`config.mk`:
```
export PLATFORM = sky130hd
export DESIGN_NAME = muldiv_ctrl
export DESIGN_NICKNAME = d
export VERILOG_FILES = /design/src/rtl/muldiv_ctrl.sv
export SDC_FILE = /design/constraint.sdc
export NUM_CORES = 1
export LEC_CHECK = 0
export ABC_CLOCK_PERIOD_IN_PS = 2100
export CAP_MARGIN = 20
export CORE_MARGIN = 1
export CORE_UTILIZATION = 38
export DETAILED_ROUTE_END_ITERATION = 8
export GPL_ROUTABILITY_DRIVEN = 0
export PLACE_DENSITY = 0.8
export SYNTH_ARGS = -nofsm -noshare
export SYNTH_HDL_FRONTEND = slang
export SYNTH_SLANG_ARGS = --single-unit
export TNS_END_PERCENT = 50
```
`constraint.sdc`:
```
create_clock -name clk -period 2.1 [get_ports clk]
set_input_delay 0.42 -clock clk [delete_from_list [all_inputs] [get_ports clk]]
set_output_delay 0.42 -clock clk [all_outputs]
set_load 0.005 [all_outputs]
```
`src/rtl/muldiv_ctrl.sv`:
```
// Sequencer for the shared multi-cycle MULT/DIV units: starts one op at a time,
// waits out the unit latency, then loads the architectural HI/LO registers.
module muldiv_ctrl #(
  parameter int MULT_LAT = 36,
  parameter int DIV_LAT  = 36,
  parameter int CW       = 6
) (
  input  logic        clk,
  input  logic        rst,
  input  logic        op_mult,
  input  logic        op_div,
  input  logic        divisor_zero,
  input  logic        abort,
  input  logic [31:0] mult_hi,
  input  logic [31:0] mult_lo,
  input  logic [31:0] div_hi,
  input  logic [31:0] div_lo,
  output logic        mult_init,
  output logic        mult_stop,
  output logic        div_init,
  output logic        div_stop,
  output logic [31:0] hi_out,
  output logic [31:0] lo_out,
  output logic        busy,
  output logic        done,
  output logic        div0
);

  localparam logic [1:0] IDLE  = 2'd0;
  localparam logic [1:0] RUN_M = 2'd1;
  localparam logic [1:0] RUN_D = 2'd2;

  localparam logic [CW-1:0] ONE    = {{(CW-1){1'b0}}, 1'b1};
  localparam logic [CW-1:0] M_LOAD = CW'(MULT_LAT);
  localparam logic [CW-1:0] D_LOAD = CW'(DIV_LAT);

  logic [1:0]    state;
  logic [CW-1:0] cnt;

  always_ff @(posedge clk) begin
    if (rst) begin
      state     <= IDLE;
      cnt       <= '0;
      mult_init <= 1'b0;
      mult_stop <= 1'b0;
      div_init  <= 1'b0;
      div_stop  <= 1'b0;
      hi_out    <= '0;
      lo_out    <= '0;
      busy      <= 1'b0;
      done      <= 1'b0;
      div0      <= 1'b0;
    end else begin
      mult_init <= 1'b0;
      mult_stop <= 1'b0;
      div_init  <= 1'b0;
      div_stop  <= 1'b0;
      done      <= 1'b0;
      div0      <= 1'b0;
      case (state)
        IDLE: begin
          // abort squashes any request presented in the same cycle
          if (!abort) begin
            if (op_mult) begin
              state     <= RUN_M;
              mult_init <= 1'b1;
              busy      <= 1'b1;
              cnt       <= M_LOAD;
            end else if (op_div) begin
              if (divisor_zero) begin
                div0 <= 1'b1;
              end else begin
                state    <= RUN_D;
                div_init <= 1'b1;
                busy     <= 1'b1;
                cnt      <= D_LOAD;
              end
            end
          end
        end
        RUN_M, RUN_D: begin
          if (abort) begin
            state <= IDLE;
            busy  <= 1'b0;
            cnt   <= '0;
            if (state == RUN_M) mult_stop <= 1'b1;
            else                div_stop  <= 1'b1;
          end else if (cnt == ONE) begin
            state <= IDLE;
            busy  <= 1'b0;
            done  <= 1'b1;
            cnt   <= '0;
            if (state == RUN_M) begin
              hi_out <= mult_hi;
              lo_out <= mult_lo;
            end else begin
              hi_out <= div_hi;
              lo_out <= div_lo;
            end
          end else if (!(mult_init || div_init)) begin
            // latency is counted from the edge where the unit samples init
            cnt <= cnt - ONE;
          end
        end
        default: begin
          state <= IDLE;
          busy  <= 1'b0;
          cnt   <= '0;
        end
      endcase
    end
  end

endmodule

```
# After elaboration in Yosys (flattened, before gate mapping)
# Cells that the tools add are included.
[totals]
reg_bits = 79
latchBits = 0
ramBits = 0
mem_bits_ro = 0
in_bits = 134
wordCells = 64
n_memories = 0
[op_classes]
addsub = 1
n_mul = 0
n_div = 0
n_lt_le_gt_ge = 0
n_eq_ne = 8
shifts = 0
mux = 30
bitwise = 4
n_reduce_logical = 10
[op_table]
columns = ["cell", "count"]
rows = [
  ["$mux 32", 2],
  ["$mux 6", 7],
  ["$mux 1", 12],
  ["$mux 2", 6],
  ["$pmux 6 s2", 1],
  ["$ne 3x3->1 const B", 3],
  ["$reduce_or 3->1", 3],
  ["$reduce_and 4->1", 2],
  ["$eq 6x1->1 const B", 1],
  ["$sub 6x1->6 const B", 1],
  ["$reduce_or 5->1", 1],
  ["$ne 4x4->1 const B", 1],
  ["$not 1->1", 4],
  ["$pmux 2 s2", 1],
  ["$reduce_and 3->1", 1],
  ["$eq 2x1->1 const B", 1],
  ["$eq 2x2->1 const B", 1],
  ["$logic_not 2->1", 1],
  ["$ne 2x2->1 const B", 1],
  ["$pmux 1 s2", 1],
  ["$reduce_or 2->1", 1],
  ["$logic_or 1x1->1", 1],
]

# Longest topological paths before layout
# Gate-level depths: netlist of the first run.
[depth]
depth_word = 5
depth_mapped = 8
mapped_depth_nobuf = 6

# Worst setup path after synthesis of the first run
# Ideal clock, no wire load.
[synth_timing]
path_kind = "register to register"
from = "register cnt[0]"
to = "register cnt[5]"
setup_time_ps = 69
arrival_ps = 1813
setup_slack_ps = 218
stages_incl_launch_ff = 6
n_path_buf = 0
synth_period_minus_slack_ps = 1882
path_cell_list = "dfxtp_1 > ha_1 > or4b_4 > o211a_1 > or4_1 > o21ai_1"
[synth_between]
elab_chain_len = 5
word_cells_on_any_way = 8
classes_between = "add/sub: 1; eq/ne: 2; mux: 4; reduce/logical: 1"
[synth_lines]
columns = ["element", "line", "text"]
rows = [
  ["start: declaration", "38", "logic [CW-1:0] cnt;"],
  ["start signal: assignment", "102", "cnt <= cnt - ONE;"],
  ["$sub 6x1->6", "102", ""],
  ["$mux 6", "100", "end else if (!(mult_init || div_init)) begin"],
  ["$mux 6", "88", "end else if (cnt == ONE) begin"],
  ["$mux 6", "82", "if (abort) begin"],
  ["$pmux 6 s2", "60", "case (state)"],
]
# Several ways; a longest one is shown, not always the timed one. The select of a mux whose other input is x is not followed.
# A chain may end at the register's enable or synchronous reset.

# Worst setup path in the final report of the first run
[layout_timing]
from = "register cnt[1]"
to = "register cnt[1]"
# The elaborated chain is that of the path after synthesis.

==> metrics.txt, run 1 <==
# TYPE chip_impl_metric gauge
chip_impl_metric{name="postSynthAreaPerCell",unit="sq um"} 9.40
chip_impl_info{name="clockRootBuffer",value="clkbuf_8"} 1
chip_impl_metric{name="hold_violations",unit=""} 0
chip_impl_metric{name="cts.sinks",unit=""} 79
chip_impl_metric{name="finish.net_count",unit=""} 723
chip_impl_metric{name="num-fill-cells",unit=""} 778
chip_impl_metric{name="setup_viol",unit=""} 0
chip_impl_metric{name="cts-htree-levels",unit=""} 3
chip_impl_metric{name="layout-area-overhead-vs-synth",unit="%"} 69.5
chip_impl_metric{name="insertedDiodeCount",unit=""} 0
chip_impl_metric{name="final.period_utilization",unit="%"} 98.8
chip_impl_info{name="synth_top_area_cells",value="dfxtp_1 (44%), mux2i_1 (18%), a211oi_1 (13%), nor2_1 (7.7%), ha_1 (1.7%)"} 1
chip_impl_metric{name="portBuffers",unit=""} 204
chip_impl_metric{name="detail_route.first_pass.iterations",unit=""} 4
chip_impl_metric{name="path_max_fanout",unit=""} 6
chip_impl_metric{name="grt_start_max_net_pins",unit=""} 76
chip_impl_info{name="top_reg_cell_synth",value="dfxtp_1"} 1
chip_impl_metric{name="dieArea",unit="sq mm"} 0.00982
chip_impl_metric{name="postSynthNetCount",unit=""} 520
chip_impl_metric{name="number_of_enable_flip_flop_cells_after_synthesis",unit=""} 0
chip_impl_metric{name="finalNonFillerCells",unit=""} 699
chip_impl_info{name="startpoint_type",value="flop"} 1
chip_impl_metric{name="finalWirelength",unit="um"} 10100
chip_impl_info{name="crit_path_end_kind",value="flop"} 1
chip_impl_metric{name="cts_resized",unit=""} 0
chip_impl_metric{name="power",unit="mW"} 3.55
chip_impl_metric{name="drt_iter0_markers",unit=""} 102
chip_impl_metric{name="final.setup_skew",unit="ns"} 0.00818
chip_impl_metric{name="drc",unit=""} 0
chip_impl_metric{name="number_of_global_route_vias_before_repair",unit=""} 3452
chip_impl_metric{name="tritoncts.num_buffers",unit=""} 9
chip_impl_metric{name="detail_route.wl_per_cell",unit="um"} 14.5
chip_impl_metric{name="cp_data_arrival_time",unit="ns"} 2.34
chip_impl_metric{name="ios",unit=""} 205
chip_impl_metric{name="postSynth.asyncResetShare",unit="%"} 0
chip_impl_metric{name="timing.final.crit_period",unit="ns"} 2.07
chip_impl_metric{name="initial_utilization",unit="%"} 38.9
chip_impl_metric{name="ctsHoldBuffers",unit=""} 0
chip_impl_metric{name="antenna_found_initial",unit=""} 0
chip_impl_metric{name="dpl.hpwl",unit="um"} 7830
chip_impl_metric{name="hold-path-cell-count",unit=""} 3
chip_impl_metric{name="crit_required",unit="ns"} 2.36
chip_impl_metric{name="vias_per_cell",unit=""} 5.16
chip_impl_metric{name="worst_slew_pin_slew",unit="ns"} 0.511
chip_impl_metric{name="clk-insertion-delay-late",unit="ns"} 0.34
chip_impl_metric{name="powerDensity",unit="mW/mm^2"} 585
chip_impl_metric{name="slew_margin_rel",unit="%"} 65.9
chip_impl_metric{name="synth_top_cell_area_share",unit="%"} 44.2
chip_impl_info{name="worst_hold_path_type",value="in -> reg"} 1
chip_impl_metric{name="fin_hold_ws",unit="ns"} 0.442
chip_impl_metric{name="ctsLongestPathBuffers",unit=""} 2
chip_impl_info{name="rr_endpoint",value="cnt[1]$_SDFFE_PP0P_"} 1
chip_impl_info{name="post_synth_top_area_cell",value="dfxtp_1"} 1
chip_impl_info{name="hold-path-endpoint",value="cnt[2]$_SDFFE_PP0P_"} 1
chip_impl_metric{name="die_y",unit="um"} 99.1
chip_impl_metric{name="placementRows",unit=""} 35
chip_impl_info{name="run_status",value="complete, no violations"} 1
chip_impl_metric{name="timing.reg2reg.worst_path_depth",unit=""} 6
chip_impl_metric{name="die_outline_width",unit="um"} 99.1
chip_impl_info{name="rsz_0062_raised_after_global_routing",value="true"} 1
chip_impl_metric{name="fmax",unit="MHz"} 482
chip_impl_metric{name="total_global_routing_track_utilization",unit="%"} 20.6
chip_impl_metric{name="ys_seq_area_share",unit="%"} 44.2
chip_impl_metric{name="worst_case_register_to_register_setup_slack",unit="ns"} 0.03
chip_impl_info{name="tritoncts",value="yes"} 1
chip_impl_metric{name="floorplan.core_area",unit="sq mm"} 0.00920
chip_impl_metric{name="dp_cells",unit=""} 684
chip_impl_metric{name="grt_pass1_wl",unit="um"} 16100
chip_impl_metric{name="postSynthRegisterBits",unit=""} 79
chip_impl_metric{name="max-cap-violations",unit=""} 0
chip_impl_metric{name="post_cts.repair.setup_buffers",unit=""} 0
chip_impl_metric{name="power_leakage",unit="nW"} 2.02
chip_impl_metric{name="mappedNetlistArea",unit="sq mm"} 0.00358
chip_impl_info{name="critical_path_class",value="reg -> reg"} 1
chip_impl_metric{name="yosysUniqueCellTypes",unit=""} 36
chip_impl_metric{name="synthesis.yosys.warnings",unit=""} 0
chip_impl_info{name="hp-start",value="rst"} 1
chip_impl_metric{name="grt_remaining_overflow",unit=""} 0
chip_impl_metric{name="detail-route-antenna-nets",unit=""} 0
chip_impl_info{name="regToRegStartpoint",value="cnt[1]$_SDFFE_PP0P_"} 1
chip_impl_metric{name="clk_pin_slew",unit="ns"} 0.08
chip_impl_metric{name="slew_viol_final",unit=""} 0
chip_impl_metric{name="max-vdd-ir-drop",unit="V"} 0.000284
chip_impl_metric{name="final_layout_size_suffix_gt1_share",unit="%"} 7.82
chip_impl_metric{name="synthCells",unit=""} 381
chip_impl_metric{name="routed-via-count",unit=""} 3607
-- flip-flops by register name (all words and copies together), names as in the netlist --
name       cells
hi_out        32
lo_out        32
cnt            6
state          2
busy           1
div0           1
div_init       1
div_stop       1
done           1
mult_init      1
mult_stop      1
-- worst max-delay path, stage by stage, from the launching register on --
cell and delay, ns:
dfxtp_2 0.35, inv_1 0.08, ha_1 0.19, or4b_4 0.52, o211a_4 0.28, or4_1 0.42
a21oi_1 0.16
-- worst max-delay path by stage --
stage | from | cells after the start | to | slack, ns
floorplan | cnt[0]$_SDFFE_PP0P_ | 5 | cnt[5]$_SDFFE_PP0P_ | 0.22
global placement | op_div | 5 | cnt[5]$_SDFFE_PP0P_ | -0.11
detailed placement | op_div | 5 | cnt[5]$_SDFFE_PP0P_ | -0.17
CTS | cnt[0]$_SDFFE_PP0P_ | 5 | cnt[5]$_SDFFE_PP0P_ | 0.02
global route | cnt[1]$_SDFFE_PP0P_ | 8 | lo_out[7]$_SDFFE_PP0P_ | -0.03
finish | cnt[1]$_SDFFE_PP0P_ | 6 | cnt[1]$_SDFFE_PP0P_ | 0.03
-- cells in the final DEF, fill, tap and decap left out, drive strengths merged, types with 2 or more instances in the layout --
cell | Yosys | routed
o41ai | 2 | 2
o21ai | 8 | 8
or3 | 2 | 2
a21oi | 9 | 9
a211oi | 64 | 64
ha | 5 | 5
nand2b | 2 | 2
nand2 | 4 | 4
mux2i | 64 | 64
clkbuf | 15 | 12
buf | 16 | 20
nand3 | 4 | 4
nor3 | 4 | 4
nor3b | 2 | 2
clkdlybuf4s50 | 0 | 203
nor2 | 73 | 73
nand4 | 3 | 3
or4 | 3 | 3
o211ai | 3 | 3
inv | 7 | 7
dfxtp | 79 | 79
-- final cells by class --
| class | instances | area (sq um) | area share [%] |
|---|---|---|---|
| Clock buffer | 12 | 155 | 2.56 |
| Clock inverter | 3 | 42.5 | 0.701 |
| Inverter | 7 | 26.3 | 0.433 |
| Multi-Input combinational cell | 264 | 1870 | 30.8 |
| Sequential cell | 79 | 1590 | 26.1 |
| Tap cell | 111 | 139 | 2.29 |
| Timing Repair Buffer | 223 | 2250 | 37.1 |
-- Yosys cell counts (3+ instances only) --
master and count:
clkbuf_1 15, or4_1 3, nand3_1 4, dfxtp_1 79, buf_2 9, o211ai_1 3
nor2_1 73, ha_1 5, a21oi_1 9, nand2_1 4, o21ai_0 6, nand4_1 3
a211oi_1 64, nor3_1 3, buf_4 6, inv_1 7, mux2i_1 64
-- logic make-up (layout without fill, tap and decap cells) --
family	count (synthesis)	count (layout)	synth area share, %
compound gates	89	89	17.6
xor+xnor	1	1	0.245
fa+ha+maj	5	5	1.75
buf+inv	38	245	4.93
flops	79	79	44.2
mux	64	64	17.9
simple gates	105	105	13.4
-- where the power goes --
part           total [mW]  switching (mW)  internal (mW)
clock network        1.13           0.524          0.607
registers            1.58          0.0458           1.54
logic               0.837           0.354          0.483
-- metal layers --
| layer | wire (um) | track usage [%] | vias up |
|---|---|---|---|
| met5 | 0 | 0 | - |
| met4 | 264 | 9.05 | 0 |
| met3 | 890 | 6.03 | 20 |
| met2 | 5160 | 38.0 | 174 |
| met1 | 3810 | 21.7 | 1617 |
| li1 | - | - | 1796 |
-- metrics by stage --
stage	setup slack, ns	instance area [sq um]	util, %	setup TNS [ns]
floorplan	0.218	3580	-	0
global placement	-0.113	5840	63.5	-1.10
detailed placement	-0.165	5840	63.5	-4.23
CTS	0.0225	6040	65.7	0
global route	-0.0309	6070	66.0	-0.218
finish	0.0255	6070	66.0	0
Note: power is estimated with default switching activity, not from simulation.
==> inputs of run 2 (changes only) <==
ABC_CLOCK_PERIOD_IN_PS = default   (was 2100)
==> results of run 2 <==
Same layout as run 1: the final DEF is identical, and so are final timing and power.
==> inputs of run 3 (changes only) <==
SKIP_CTS_REPAIR_TIMING = 1   (was default)
clock period = 2.02 ns   (was 2.1 ns; I/O delays follow)
==> metrics.txt, run 3 (synthesis gave the netlist of run 1 again) <==
# TYPE chip_impl_metric gauge
chip_impl_info{name="run_status",value="complete, no violations"} 1
chip_impl_metric{name="layout-area-overhead-vs-synth",unit="%"} 78.5
chip_impl_metric{name="cp_data_arrival_time",unit="ns"} 2.20
chip_impl_metric{name="floorplan.core_area",unit="sq mm"} 0.00920
chip_impl_metric{name="detail-route-antenna-nets",unit=""} 0
chip_impl_metric{name="detail_route.wl_per_cell",unit="um"} 15.8
chip_impl_metric{name="portBuffers",unit=""} 204
chip_impl_metric{name="final.setup_skew",unit="ns"} 0.0144
chip_impl_metric{name="slew_margin_rel",unit="%"} 73.9
chip_impl_info{name="critical_path_class",value="reg -> reg"} 1
chip_impl_metric{name="internal-power",unit="mW"} 2.79
chip_impl_metric{name="worst_slew_pin_slew",unit="ns"} 0.392
chip_impl_metric{name="clk-insertion-delay-late",unit="ns"} 0.35
chip_impl_metric{name="initial_utilization",unit="%"} 38.9
chip_impl_metric{name="drc",unit=""} 0
chip_impl_info{name="timing.critical_path.slowest_stage_cell",value="or4b_4"} 1
chip_impl_metric{name="final.period_utilization",unit="%"} 98.8
chip_impl_metric{name="vias_per_cell",unit=""} 5.22
chip_impl_info{name="worst_hold_path_type",value="in -> reg"} 1
chip_impl_metric{name="hold_violations",unit=""} 0
chip_impl_metric{name="grt_start_max_net_pins",unit=""} 76
chip_impl_metric{name="dieArea",unit="sq mm"} 0.00982
chip_impl_metric{name="antenna_found_initial",unit=""} 0
chip_impl_metric{name="p_sw",unit="uW"} 981
chip_impl_metric{name="finish.net_count",unit=""} 734
chip_impl_metric{name="timing.critical_path.buf_inv",unit=""} 4
chip_impl_metric{name="dpl.hpwl",unit="um"} 7750
chip_impl_metric{name="grt_pass1_wl",unit="um"} 16500
chip_impl_metric{name="finalWirelength",unit="um"} 11200
chip_impl_metric{name="placementRows",unit=""} 35
chip_impl_metric{name="share_clk_of_total_power",unit="%"} 32.5
chip_impl_metric{name="routed-via-count",unit=""} 3704
chip_impl_info{name="layout.cells.most_common_list",value="clkdlybuf4s50_1 (203), dfxtp_1 (77), nor2_1 (70)"} 1
chip_impl_metric{name="powerDensity",unit="mW/mm^2"} 590
chip_impl_metric{name="ios",unit=""} 205
chip_impl_metric{name="path_max_fanout",unit=""} 9
chip_impl_metric{name="detail_route.first_pass.iterations",unit=""} 4
chip_impl_metric{name="final_layout_size_suffix_gt1_share",unit="%"} 13.4
chip_impl_metric{name="cpPeakStageDelay",unit="ns"} 0.50
chip_impl_info{name="clockRootBuffer",value="clkbuf_8"} 1
chip_impl_metric{name="setup_viol",unit=""} 0
chip_impl_metric{name="total_global_routing_track_utilization",unit="%"} 21.0
chip_impl_metric{name="sequential_fraction_of_design_power",unit="%"} 43.6
chip_impl_info{name="startpoint_type",value="flop"} 1
chip_impl_metric{name="grt_remaining_overflow",unit=""} 0
chip_impl_metric{name="fin_hold_ws",unit="ns"} 0.423
chip_impl_metric{name="max-vdd-ir-drop",unit="V"} 0.000347
chip_impl_metric{name="number_of_global_route_vias_before_repair",unit=""} 3575
chip_impl_info{name="critPathMostFrequentCell",value="buf_6"} 1
chip_impl_metric{name="fmax",unit="MHz"} 501
chip_impl_metric{name="max-cap-violations",unit=""} 0
chip_impl_metric{name="die_outline_width",unit="um"} 99.1
chip_impl_metric{name="clk_pin_slew",unit="ns"} 0.07
chip_impl_metric{name="insertedDiodeCount",unit=""} 0
chip_impl_metric{name="cts.sinks",unit=""} 79
chip_impl_metric{name="tritoncts.num_buffers",unit=""} 9
chip_impl_info{name="tritoncts",value="yes"} 1
chip_impl_metric{name="cts-htree-levels",unit=""} 3
chip_impl_info{name="rsz_0062_raised_after_global_routing",value="true"} 1
chip_impl_metric{name="drt_iter0_markers",unit=""} 103
chip_impl_metric{name="share_comb_of_total_power",unit="%"} 23.9
chip_impl_metric{name="ctsLongestPathBuffers",unit=""} 2
chip_impl_info{name="crit_path_end_kind",value="flop"} 1
chip_impl_metric{name="power_leakage",unit="nW"} 2.14
chip_impl_info{name="critical-path-top-delay-family",value="simple AND/OR/NAND/NOR gates"} 1
chip_impl_info{name="mostFrequentLayoutCell",value="clkdlybuf4s50_1"} 1
chip_impl_info{name="largestRegisters",value="hi_out x32, lo_out x32, cnt x6"} 1
chip_impl_metric{name="die_y",unit="um"} 99.1
chip_impl_info{name="crit_chain",value="inv_4 -> ha_4 -> or4b_4 -> nor3_4 -> buf_6 -> buf_6 -> clkbuf_16 -> a211oi_1"} 1
chip_impl_metric{name="timing.final.crit_period",unit="ns"} 1.99
chip_impl_metric{name="slew_viol_final",unit=""} 0
chip_impl_metric{name="swShare",unit="%"} 26.0
chip_impl_metric{name="crit_required",unit="ns"} 2.23
chip_impl_metric{name="postLayoutCoreUtil",unit="%"} 69.5
-- run 3: stage by stage --
stage / instance area (sq um) / TNS (ns) / setup WS, ns / power, mW / std cells
global placement: 5840 / -4.99 / -0.152 / 2.52 / 683
global route: 6390 / -0.583 / -0.0651 / 3.96 / 709
CTS: 6040 / -0.290 / -0.0539 / 3.77 / 697
detailed placement: 5840 / -7.95 / -0.183 / 2.54 / 683
floorplan: 3580 / 0 / 0.138 / 2.09 / 381
finish: 6390 / 0 / 0.0251 / 3.78 / 709
-- run 3: path summary, 6_finish.rpt --
check	endpoint	slack, ns	depth (start not counted)	start
worst max-delay path	hi_out[22]$_SDFFE_PP0P_	0.03	8	cnt[1]$_SDFFE_PP0P_
worst min-delay path	cnt[2]$_SDFFE_PP0P_	0.42	3	rst
worst max register to register	hi_out[22]$_SDFFE_PP0P_	0.03	8	cnt[1]$_SDFFE_PP0P_
worst min register to register	hi_out[25]$_SDFFE_PP0P_	0.50	2	hi_out[25]$_SDFFE_PP0P_
-- run 3: area by class of cell --
cell class | count | area [sq um]
Clock buffer | 10 | 128
Clock inverter | 4 | 72.6
Fill cell | 734 | 2800
Inverter | 7 | 28.8
Multi-Input combinational cell | 264 | 1990
Sequential cell | 79 | 1590
Tap cell | 111 | 139
Timing Repair Buffer | 234 | 2450
-- run 3: tightest hold or removal path: cells and delay by family --
kind | cells | cell delay, ns
buffers and inverters | 1 | 0.12
AO/OA/AOI/OAI | 1 | 0.06
AND/OR/NAND/NOR | 1 | 0.13
-- run 3: power by group through the flow --
stage | combinational [mW] | clock [mW] | sequential [mW]
after detailed placement | 0.861 | 0 | 1.68
after CTS | 0.867 | 1.26 | 1.64
final | 0.903 | 1.23 | 1.65
after global routing | 0.975 | 1.33 | 1.65
after global placement | 0.842 | 0 | 1.67
after floorplan | 0.427 | 0 | 1.67
-- run 3: metal layers --
metal  vias to the layer above  routed length [um]  track usage [%]
met5                         -                   0                0
met4                         0                 178             7.69
met3                        14                 889             6.10
met2                       165                5800             39.2
met1                      1712                4320             22.3
li1                       1813                   -                -
